$ cat src/rtl/pmod_als_responder.sv
// pmod_als_responder: SPI mode-0 responder emulating the PmodALS ADC frame, oversampled on Clock
module pmod_als_responder #(
    parameter int SYNC_STAGES = 2,
    parameter int FRAME_BITS  = 16,
    parameter int LEAD_ZEROS  = 3
) (
    input  logic                  Clock,
    input  logic                  Reset,
    input  logic [7:0]            sample,
    input  logic                  load,
    input  logic                  SCLK,
    input  logic                  CS,
    input  logic                  MOSI,
    output logic                  MISO,
    output logic                  busy,
    output logic [FRAME_BITS-1:0] rx_data,
    output logic                  frame_done,
    output logic                  frame_err
);
    localparam int TAIL = FRAME_BITS - LEAD_ZEROS - 8;
    localparam int CW   = $clog2(FRAME_BITS + 2);

    typedef enum logic {IDLE, SHIFT} state_t;

    state_t                  state;
    logic [SYNC_STAGES-1:0]  sclk_sync, cs_sync, mosi_sync;
    logic                    sclk_d, cs_d;
    logic                    sclk_s, cs_s, mosi_s;
    logic                    sclk_rise, sclk_fall, cs_fall, cs_rise;
    logic [FRAME_BITS-1:0]   tx_sr, rx_sr, tx_init;
    logic [7:0]              serve, pending;
    logic                    pend_v;
    logic [CW-1:0]           bit_cnt;

    assign sclk_s    = sclk_sync[SYNC_STAGES-1];
    assign cs_s      = cs_sync[SYNC_STAGES-1];
    assign mosi_s    = mosi_sync[SYNC_STAGES-1];
    assign sclk_rise = sclk_s & ~sclk_d;
    assign sclk_fall = ~sclk_s & sclk_d;
    assign cs_fall   = ~cs_s & cs_d;
    assign cs_rise   = cs_s & ~cs_d;
    assign tx_init   = FRAME_BITS'(serve) << TAIL;
    assign MISO      = tx_sr[FRAME_BITS-1];

    // Pin synchronizers plus one delay flop each for edge detection; CS idles high
    always_ff @(posedge Clock) begin
        if (Reset) begin
            sclk_sync <= '0;
            cs_sync   <= '1;
            mosi_sync <= '0;
            sclk_d    <= 1'b0;
            cs_d      <= 1'b1;
        end else begin
            sclk_sync <= {sclk_sync[SYNC_STAGES-2:0], SCLK};
            cs_sync   <= {cs_sync[SYNC_STAGES-2:0], CS};
            mosi_sync <= {mosi_sync[SYNC_STAGES-2:0], MOSI};
            sclk_d    <= sclk_s;
            cs_d      <= cs_s;
        end
    end

    // Frame FSM: serve register, pending load, tx/rx shifting and end-of-frame reporting
    always_ff @(posedge Clock) begin
        if (Reset) begin
            state      <= IDLE;
            tx_sr      <= '0;
            rx_sr      <= '0;
            rx_data    <= '0;
            serve      <= '0;
            pending    <= '0;
            pend_v     <= 1'b0;
            bit_cnt    <= '0;
            busy       <= 1'b0;
            frame_done <= 1'b0;
            frame_err  <= 1'b0;
        end else begin
            frame_done <= 1'b0;
            frame_err  <= 1'b0;
            case (state)
                IDLE: begin
                    if (cs_fall) begin
                        state   <= SHIFT;
                        tx_sr   <= tx_init;
                        bit_cnt <= '0;
                        busy    <= 1'b1;
                        if (load) begin
                            pending <= sample;
                            pend_v  <= 1'b1;
                        end
                    end else if (load) begin
                        serve <= sample;
                    end
                end
                SHIFT: begin
                    if (cs_rise) begin
                        state  <= IDLE;
                        busy   <= 1'b0;
                        tx_sr  <= '0;
                        pend_v <= 1'b0;
                        serve  <= load ? sample : pend_v ? pending : serve;
                        if (bit_cnt == CW'(FRAME_BITS)) begin
                            rx_data    <= rx_sr;
                            frame_done <= 1'b1;
                        end else begin
                            frame_err <= 1'b1;
                        end
                    end else begin
                        if (load) begin
                            pending <= sample;
                            pend_v  <= 1'b1;
                        end
                        if (sclk_rise) begin
                            rx_sr <= {rx_sr[FRAME_BITS-2:0], mosi_s};
                            if (bit_cnt != CW'(FRAME_BITS + 1))
                                bit_cnt <= bit_cnt + 1'b1;
                        end
                        if (sclk_fall)
                            tx_sr <= {tx_sr[FRAME_BITS-2:0], 1'b0};
                    end
                end
                default: state <= IDLE;
            endcase
        end
    end
endmodule
$ cat config.mk
export PLATFORM = sky130hd
export DESIGN_NAME = pmod_als_responder
export DESIGN_NICKNAME = d
export VERILOG_FILES = /design/src/rtl/pmod_als_responder.sv
export SDC_FILE = /design/constraint.sdc
export NUM_CORES = 1
export LEC_CHECK = 0
export ABC_CLOCK_PERIOD_IN_PS = 2150
export CORE_MARGIN = 4
export CORE_UTILIZATION = 55
export CTS_BUF_LIST = sky130_fd_sc_hd__clkbuf_16
export CTS_CLUSTER_SIZE = 12
export DETAILED_ROUTE_END_ITERATION = 10
export GPL_TIMING_DRIVEN = 1
export PLACE_DENSITY = 0.75
export SYNTH_ARGS = -nofsm -noshare
export SYNTH_HDL_FRONTEND = slang
export SYNTH_SLANG_ARGS = --single-unit
$ cat constraint.sdc
create_clock -name Clock -period 2.15 [get_ports Clock]
set_clock_uncertainty 0.2 [all_clocks]
set_input_delay 0.43 -clock Clock [delete_from_list [all_inputs] [get_ports Clock]]
set_output_delay 0.43 -clock Clock [all_outputs]
set_load 0.05 [all_outputs]
---- After elaboration in Yosys (flattened, before gate mapping) ----
Index checks and enable logic that the tools add are counted.
word-level totals
  flip-flop bits (word level) ............. 82
  input port bits ......................... 14
  logic and storage cells ................. 77
operators by class
  mux-type cells .......................... 31
  bitwise gates (word level) .............. 10
  reduce and logical (&&, ||, !) cells .... 8
  add/sub/neg operators ................... 1
  eq/ne operators ......................... 11
operators with widths
  operator                                               count
  two-way mux 8 bit                                      8
  two-way mux 16 bit                                     3
  case mux 16 bit (2 select lines)                       1
  case mux 8 bit (2 select lines)                        2
  two-way mux 5 bit                                      4
  case mux 5 bit (2 select lines)                        1
  two-way mux 1 bit                                      9
  inequality test 2 bit, second input constant           4
  AND reduction 4 bit                                    2
  inequality test 2 x 1 -> 1 bit, second input constant  3
  NOT 1 bit                                              6
  case mux 1 bit (2 select lines)                        3
  AND reduction 2 bit                                    3
  AND reduction 3 bit                                    2
  adder 5 x 1 -> 5 bit, second input constant            1
  equality test 5 bit, second input constant             1
  inequality test 5 bit, second input constant           1
  AND 1 bit                                              4
  inequality test 3 x 1 -> 1 bit, second input constant  1
  inequality test 3 x 2 -> 1 bit, second input constant  1
  OR reduction 3 bit                                     1

---- Logic depth before layout (Yosys ltp) ----
Gate-level depths: netlist of the first run.
  word-level depth ........................ 5
  gate-level depth with buffers ........... 8
  depth with buffers taken out ............ 6

---- Worst setup path after synthesis of the first run ----
OpenSTA, ideal clock, no wires.
  kind .................................... register to register
  start ................................... reg bit_cnt[0]
  end ..................................... reg rx_data[13]
  setup time .............................. 0.071 ns
  data arrival time ....................... 1.520 ns
  path slack .............................. 0.360 ns
  buffers on the path ..................... 1
  stages on the path, launching flop included .. 8
  cell sequence ........................... dfxtp_1 > inv_1 > ha_1 > and4bb_2 > nand3_1 > clkbuf_1 > nand2_1 > a21oi_1
on the way
  longest elaborated chain between the ends .. 2
ends and longest elaborated chain
  element                               line  text
  start, declared                       33    logic [CW-1:0] bit_cnt;
  start signal, assigned                115   bit_cnt <= bit_cnt + 1'b1;
  equality test 5 bit                   101   if (bit_cnt == CW'(FRAME_BITS)) begin
  AND reduction 3 bit (no source line)  --
  end signal, assigned                  102   rx_data <= rx_sr;
  end, declared                         16    output logic [FRAME_BITS-1:0] rx_data,
No other way between the ends.
A chain may end at the register's enable or synchronous reset.

---- Final worst setup path of the first run ----
  start ................................... reg rx_data[9]
  end ..................................... out rx_data[9]
No word-level cell between the ends.

==> results of run 1 <==
[metal layers]
| layer | vias to the layer above | global-route usage (%) |
|---|---|---|
| li1 | 1258 | - |
| met1 | 1183 | 25.19 |
| met2 | 65 | 34.62 |
| met3 | 17 | 4.989 |
| met4 | 0 | 11.27 |
| met5 | - | 0 |
[path summary, 6_finish.rpt]
kind | slack (ns) | start | end | depth (start not counted)
worst min register to register | 0.23 | cs_sync[0] | cs_sync[1] | 1
worst max-delay path | 0.05 | rx_data[9] | rx_data[9] | 1
worst min-delay path | 0.23 | cs_sync[0] | cs_sync[1] | 1
worst max register to register | 0.19 | bit_cnt[1] | bit_cnt[2] | 6
[area by class of cell]
type | instances | area (µm²) | share of cell area [%]
well taps | 70 | 87.58 | 2.330
clock buffers | 9 | 225.2 | 5.992
multi-input cells | 236 | 1393 | 37.05
inverters | 5 | 18.77 | 0.4993
repair buffers | 44 | 435.4 | 11.58
flip-flops and latches | 77 | 1541 | 41.01
clock inverters | 7 | 57.56 | 1.531
[per-stage QoR]
step                cells  cell area [µm²]
global placement      432             3471
detailed placement    432             3471
global route          448             3759
CTS                   448             3754
floorplan             342             3072
finish                448             3759
[flip-flops by register name, summed over array words and instances (netlist names)]
register	count
bit_cnt	5
busy	1
cs_d	1
cs_sync	2
frame_done	1
frame_err	1
mosi_sync	2
pend_v	1
pending	8
rx_data	16
rx_sr	16
sclk_d	1
sclk_sync	2
serve	8
state	1
tx_sr	11
[power by group through the flow]
| stage | logic, µW | registers (µW) | clock network, µW |
|---|---|---|---|
| 4_1_cts | 229 | 1510 | 1430 |
| 3_5_place_dp | 227 | 1540 | 0 |
| 3_3_place_gp | 220 | 1540 | 0 |
| 6_report | 228 | 1510 | 1420 |
| 2_1_floorplan | 153 | 1540 | 0 |
| 5_1_grt | 255 | 1510 | 1500 |
[placed cells by master (no fill, tap or decap), types with 3 or more instances in the layout]
cell type	instances
buf_4	10
a41o_1	8
mux2i_1	16
a21oi_1	48
inv_1	4
nor2_1	12
nand4_1	3
clkdlybuf4s50_1	29
nor2b_1	7
nand2b_1	5
nand2_1	72
a211oi_1	15
ha_1	3
or2_2	3
dfxtp_1	77
o21ai_0	6
clkbuf_16	9
nand3_1	6
nor3_1	4
a22oi_1	6
[kinds of logic (layout without fill, tap and decap cells)]
| kind of cell | count (synthesis) | in the layout |
|---|---|---|
| and+or+nand+nor | 124 | 124 |
| DFF | 77 | 77 |
| buffers and inverters | 29 | 65 |
| adders and majority gates | 3 | 3 |
| AOI/OAI and AO/OA | 92 | 92 |
| muxes | 17 | 17 |
==> out/metrics.cfg, run 1 <==
[run_status]
status=finished, final reports clean

[worst_setup_path]
slowest_stage=clkdlybuf4s50_1
cpPeakStageDelay_ns=0.80
critPathMaxFanout=2
critPathKind=flip-flop to output port
worstPathRequired_ns=1.52
crit_path_end_kind=output port
path_cells=clkdlybuf4s50_1
arrival_ns=1.47
cp_top_family=buffers and inverters
critical_path_buf_inv_count=1
start_kind=flip-flop

[power_and_ir_drop]
p_sw_uw=782.6
powerDensity_nw_per_um2=839.6
p_comb_share_pct=7.2
intPower_uw=2373
p_clk_share_pct=44.9
switching_share_pct=24.80
finalPower_uw=3156
ir_worst_vdd_mv=0.6451
pwr-share-seq_pct=47.8
p_leak_uw=0.001495

[synthesis]
yosysTopAreaCellShare_pct=50.18
synth_edf_count=0
synth_simple_gate_area_share_pct=19.27
syn_avg_cell_area_um2=8.982
synthTopCellsByArea=dfxtp_1 (50%), nand2_1 (8.8%), a21oi_1 (7.8%), mux2i_1 (5.2%), a211oi_1 (3.7%)
yosysTopAreaCell=dfxtp_1
synth_commonest_cells=dfxtp_1 (77), nand2_1 (72), a21oi_1 (48), mux2i_1 (16), a211oi_1 (15)
yosys_warnings=0
synth_top_family_by_area=simple AND/OR/NAND/NOR gates
synthDistinctLibCells=42
synth_nets=359
syn-cell-area_um2=3072
yosysMostFrequentCell=dfxtp_1
ys.flop_type=dfxtp_1
synthAdderAreaFrac_pct=1.222
synthMuxAreaShare_pct=5.580
synthArstFlopShare_pct=0
yosysSeqAreaShare_pct=50.18
yosys.area_share.xor_xnor_pct=0
synth_compound_area_share_pct=19.27
synthCells=342
ys_ff_latch=77

[drt]
wl_met3_um=263
vias_per_cell=5.632
vias=2523
drc=0
drt_first_iter_violations=142
top_layer_used=met4
wl_met2_mm=3.104
wirelength_mm=6.470
ant_nets=0
wl_per_cell_um=14.44
first_pass_iters=4
m1WireLength_mm=2.939

[clock_network]
cts_tree=built
clk_path_buf_depth=2
cts_made_buffers=9
clk_latency_ns=0.33
postCtsSetupBuffers=0
clk_pin_slew_ns=0.06
htreeDepth=3
cts_hold_buf=0
clkSinkCount=77
cts_resized=0
cts_root_buffer=clkbuf_16

[placement]
pre_cts_ws_ns=0.05205
io_buffers=33
gp_congestion=0.7884
hpwl_mm=4.178

[grt]
grt_util_all_layers_pct=20.98
antenna_found_initial=0
grt-ovfl-total=0
grt_pass1_wl_mm=10.93
grt_pass1_vias=2422
grt_max_degree=68

[floorplan]
initial_core_util_pct=58.29
die_area_um2=6844
die_y_um=82.73
die_w_um=82.73
num_io_pins=34
fp.coreArea_um2=5270
core.rowCount=26

[layout]
diodes=0
fillCellCount=439
synthToLayoutAreaGrowth_pct=22.36
utilization_pct=71.32
drive_gt1_share_pct=10.85
nNetsFinal=390

[timing]
finalCriticalPeriod_ns=2.101
relSlewSlack_pct=53.96
fmax_ghz=0.4759
fin_crit_sh_pct=97.74
finalHoldViolCount=0
whs_ns=0.2337
finalSetupViolCount=0
rsz0062_at_grt=no
report.final.slew_viol_count=0
tns_ns=0
tightest_slew_ns=0.6885
setup_slack_ns=0.04851

[job]
drv_cap=0

[worst_hold_path]
hp-class=flip-flop to flip-flop

Note: power is estimated with default switching activity, not from simulation.
==> run 2: changes to the inputs <==
--- a/config.mk
+++ b/config.mk
@@ -13,6 +13,7 @@
 export DETAILED_ROUTE_END_ITERATION = 10
 export GPL_TIMING_DRIVEN = 1
 export PLACE_DENSITY = 0.75
+export REMOVE_ABC_BUFFERS = 1
 export SYNTH_ARGS = -nofsm -noshare
 export SYNTH_HDL_FRONTEND = slang
 export SYNTH_SLANG_ARGS = --single-unit
==> out/metrics.cfg, run 2 (same netlist as run 1, synthesis figures left out) <==
[clock_network]
clk_path_buf_depth=2  ; unchanged
htreeDepth=3  ; unchanged
cts_made_buffers=9  ; unchanged
postCtsSetupBuffers=0  ; unchanged
clk_latency_ns=0.33  ; about the same
cts_resized=0  ; unchanged
clkSinkCount=77  ; unchanged
cts_root_buffer=clkbuf_16  ; unchanged
cts_tree=built  ; unchanged
cts_hold_buf=0  ; unchanged
clk_pin_slew_ns=0.06  ; about the same

[grt]
gr-usage-met2_pct=35.50  ; was 34.62%
grt-ovfl-total=0  ; unchanged
grt_pass1_vias=2433  ; was 2,422
antenna_found_initial=0  ; unchanged
top_usage_layer=met2  ; unchanged
grt_max_degree=58  ; was 68
grt_util_all_layers_pct=20.64  ; was 20.98%
grt.met3_usage_pct=4.989  ; unchanged
met1_usage_pct=24.22  ; was 25.19%
grt_pass1_wl_mm=10.91  ; was 10.93 mm

[layout]
layout_common_cells=dfxtp_1 (77), nand2_1 (72), a21oi_1 (48), clkdlybuf4s50_1 (31), mux2i_1 (16)  ; was dfxtp_1 (77), nand2_1 (72), a21oi_1 (48), clkdlybuf4s50_1 (29), mux2i_1 (16)
nNetsFinal=391  ; was 390
layout_commonest_cell=dfxtp_1  ; unchanged
synthToLayoutAreaGrowth_pct=23.34  ; was 22.36%
diodes=0  ; unchanged
reg.largest.list=rx_data: 16 flops, rx_sr: 16 flops, tx_sr: 11 flops  ; unchanged
drive_gt1_share_pct=10.58  ; was 10.85%

[timing]
fin_crit_sh_pct=97.72  ; was 97.74%
rsz0062_at_grt=no  ; unchanged
relSlewSlack_pct=55.19  ; was 53.96%
finalHoldViolCount=0  ; unchanged
finalCriticalPeriod_ns=2.101  ; about the same
setup_slack_ns=0.04899  ; was 0.04851 ns
fmax_ghz=0.4760  ; was 0.4759 GHz
finalSetupViolCount=0  ; unchanged
report.final.slew_viol_count=0  ; unchanged
tns_ns=0  ; unchanged
tightest_slew_ns=0.6702  ; was 0.6885 ns

[drt]
wl_per_cell_um=13.78  ; was 14.44 µm
first_pass_iters=4  ; unchanged
wirelength_mm=6.173  ; was 6.470 mm
drc=0  ; unchanged
drt_first_iter_violations=94  ; was 142
vias=2499  ; was 2,523
ant_nets=0  ; unchanged
vias_per_cell=5.578  ; was 5.632

[worst_setup_path]
critPathKind=flip-flop to output port  ; unchanged
r2r_slack_ns=0.21  ; was 0.19 ns
cp_top_family=buffers and inverters  ; unchanged
cpPeakStageDelay_ns=0.81  ; was 0.80 ns
critical_path_buf_inv_count=1  ; unchanged
critPathMaxFanout=2  ; unchanged
worstPathRequired_ns=1.52  ; about the same
path_cells=clkdlybuf4s50_1  ; unchanged
arrival_ns=1.47  ; about the same
crit_path_end_kind=output port  ; unchanged
r2r_start=bit_cnt[1]  ; unchanged
r2r_end=bit_cnt[2]  ; unchanged
start_kind=flip-flop  ; unchanged
slowest_stage=clkdlybuf4s50_1  ; unchanged
rr_worst_depth=6  ; unchanged

[placement]
gp_congestion=0.8324  ; was 0.7884
hpwl_mm=4.086  ; was 4.178 mm
io_buffers=33  ; unchanged
pre_cts_ws_ns=0.09500  ; was 0.05205 ns

[power_and_ir_drop]
ir_worst_vdd_mv=0.7051  ; was 0.6451 mV
finalPower_uw=3282  ; was 3156 µW
p_leak_uw=0.001479  ; was 0.001495 µW
powerDensity_nw_per_um2=866.4  ; was 839.6 nW/µm²

[worst_hold_path]
holdPathEnd=cs_sync[1]  ; unchanged
worstHoldStart=cs_sync[0]  ; unchanged
worstHoldPathCells=1  ; unchanged
hp-class=flip-flop to flip-flop  ; unchanged

[floorplan]
die_y_um=82.73  ; unchanged
initial_core_util_pct=58.29  ; unchanged
die_area_um2=6844  ; unchanged
fp.coreArea_um2=5270  ; unchanged
core.rowCount=26  ; unchanged
die_w_um=82.73  ; unchanged
num_io_pins=34  ; unchanged

[job]
drv_cap=0  ; unchanged

[run_status]
status=finished, final reports clean  ; unchanged

## run 2: changes by cell type in the layout (fill, tap and decap cells not counted), sizes merged
cell / change
bufinv: +2
clkinvlp: -1
clkdlybuf4s50: +2
buf: +1
dlymetal6s2s: -2
inv: -2
## run 2: power by group
| part | switching, µW | internal, µW | leakage [µW] |
|---|---|---|---|
| combinational | 127 | 105 | 0.000704 |
| sequential | 35.2 | 1470 | 0.000625 |
| clock | 543 | 998 | 0.000150 |
## run 2: metrics by stage
step                      utilization (%)  hold WS, ns  cell area [µm²]  std cells
after floorplan                         -       0.1895             2953        318
after global placement              66.00       0.1970             3478        433
after detailed placement            66.00       0.2090             3478        433
after CTS                           71.79       0.2243             3784        448
after global routing                71.89       0.2442             3789        448
final                               71.89       0.2164             3789        448
## run 2: how the worst max path moves through the flow
stage / slack [ns] / cells past startpoint / endpoint / from
after floorplan: 0.05 / 4 / bit_cnt[1] / state
after global placement: 0.18 / 6 / serve[7] / load
after detailed placement: 0.09 / 6 / serve[1] / load
after CTS: 0.03 / 1 / MISO / tx_sr[15]
after global routing: 0.005 / 1 / MISO / tx_sr[15]
final: 0.05 / 1 / MISO / tx_sr[15]
## run 2: final cells by class
type,instances,area (µm²)
Fill cell,422,1481
Tap cell,70,87.58
Timing Repair Buffer,45,437.9
Clock buffer,9,225.2
Inverter,5,18.77
Clock inverter,6,80.08
Multi-Input combinational cell,236,1398
Sequential cell,77,1541
## run 2: worst register-to-register path, cell delays in order, from the launching register on
cell      delay, ns
dfxtp_1        0.37
inv_1          0.08
ha_1           0.18
and4bb_2       0.24
nor3_1         0.37
a21oi_1        0.13
a211o_1        0.27
## run 2: metal layers
| layer | vias up | share of wire [%] |
|---|---|---|
| li1 | 1266 | - |
| met1 | 1170 | 44 |
| met2 | 52 | 50 |
| met3 | 11 | 4.3 |
| met4 | 0 | 1.6 |
| met5 | - | 0 |
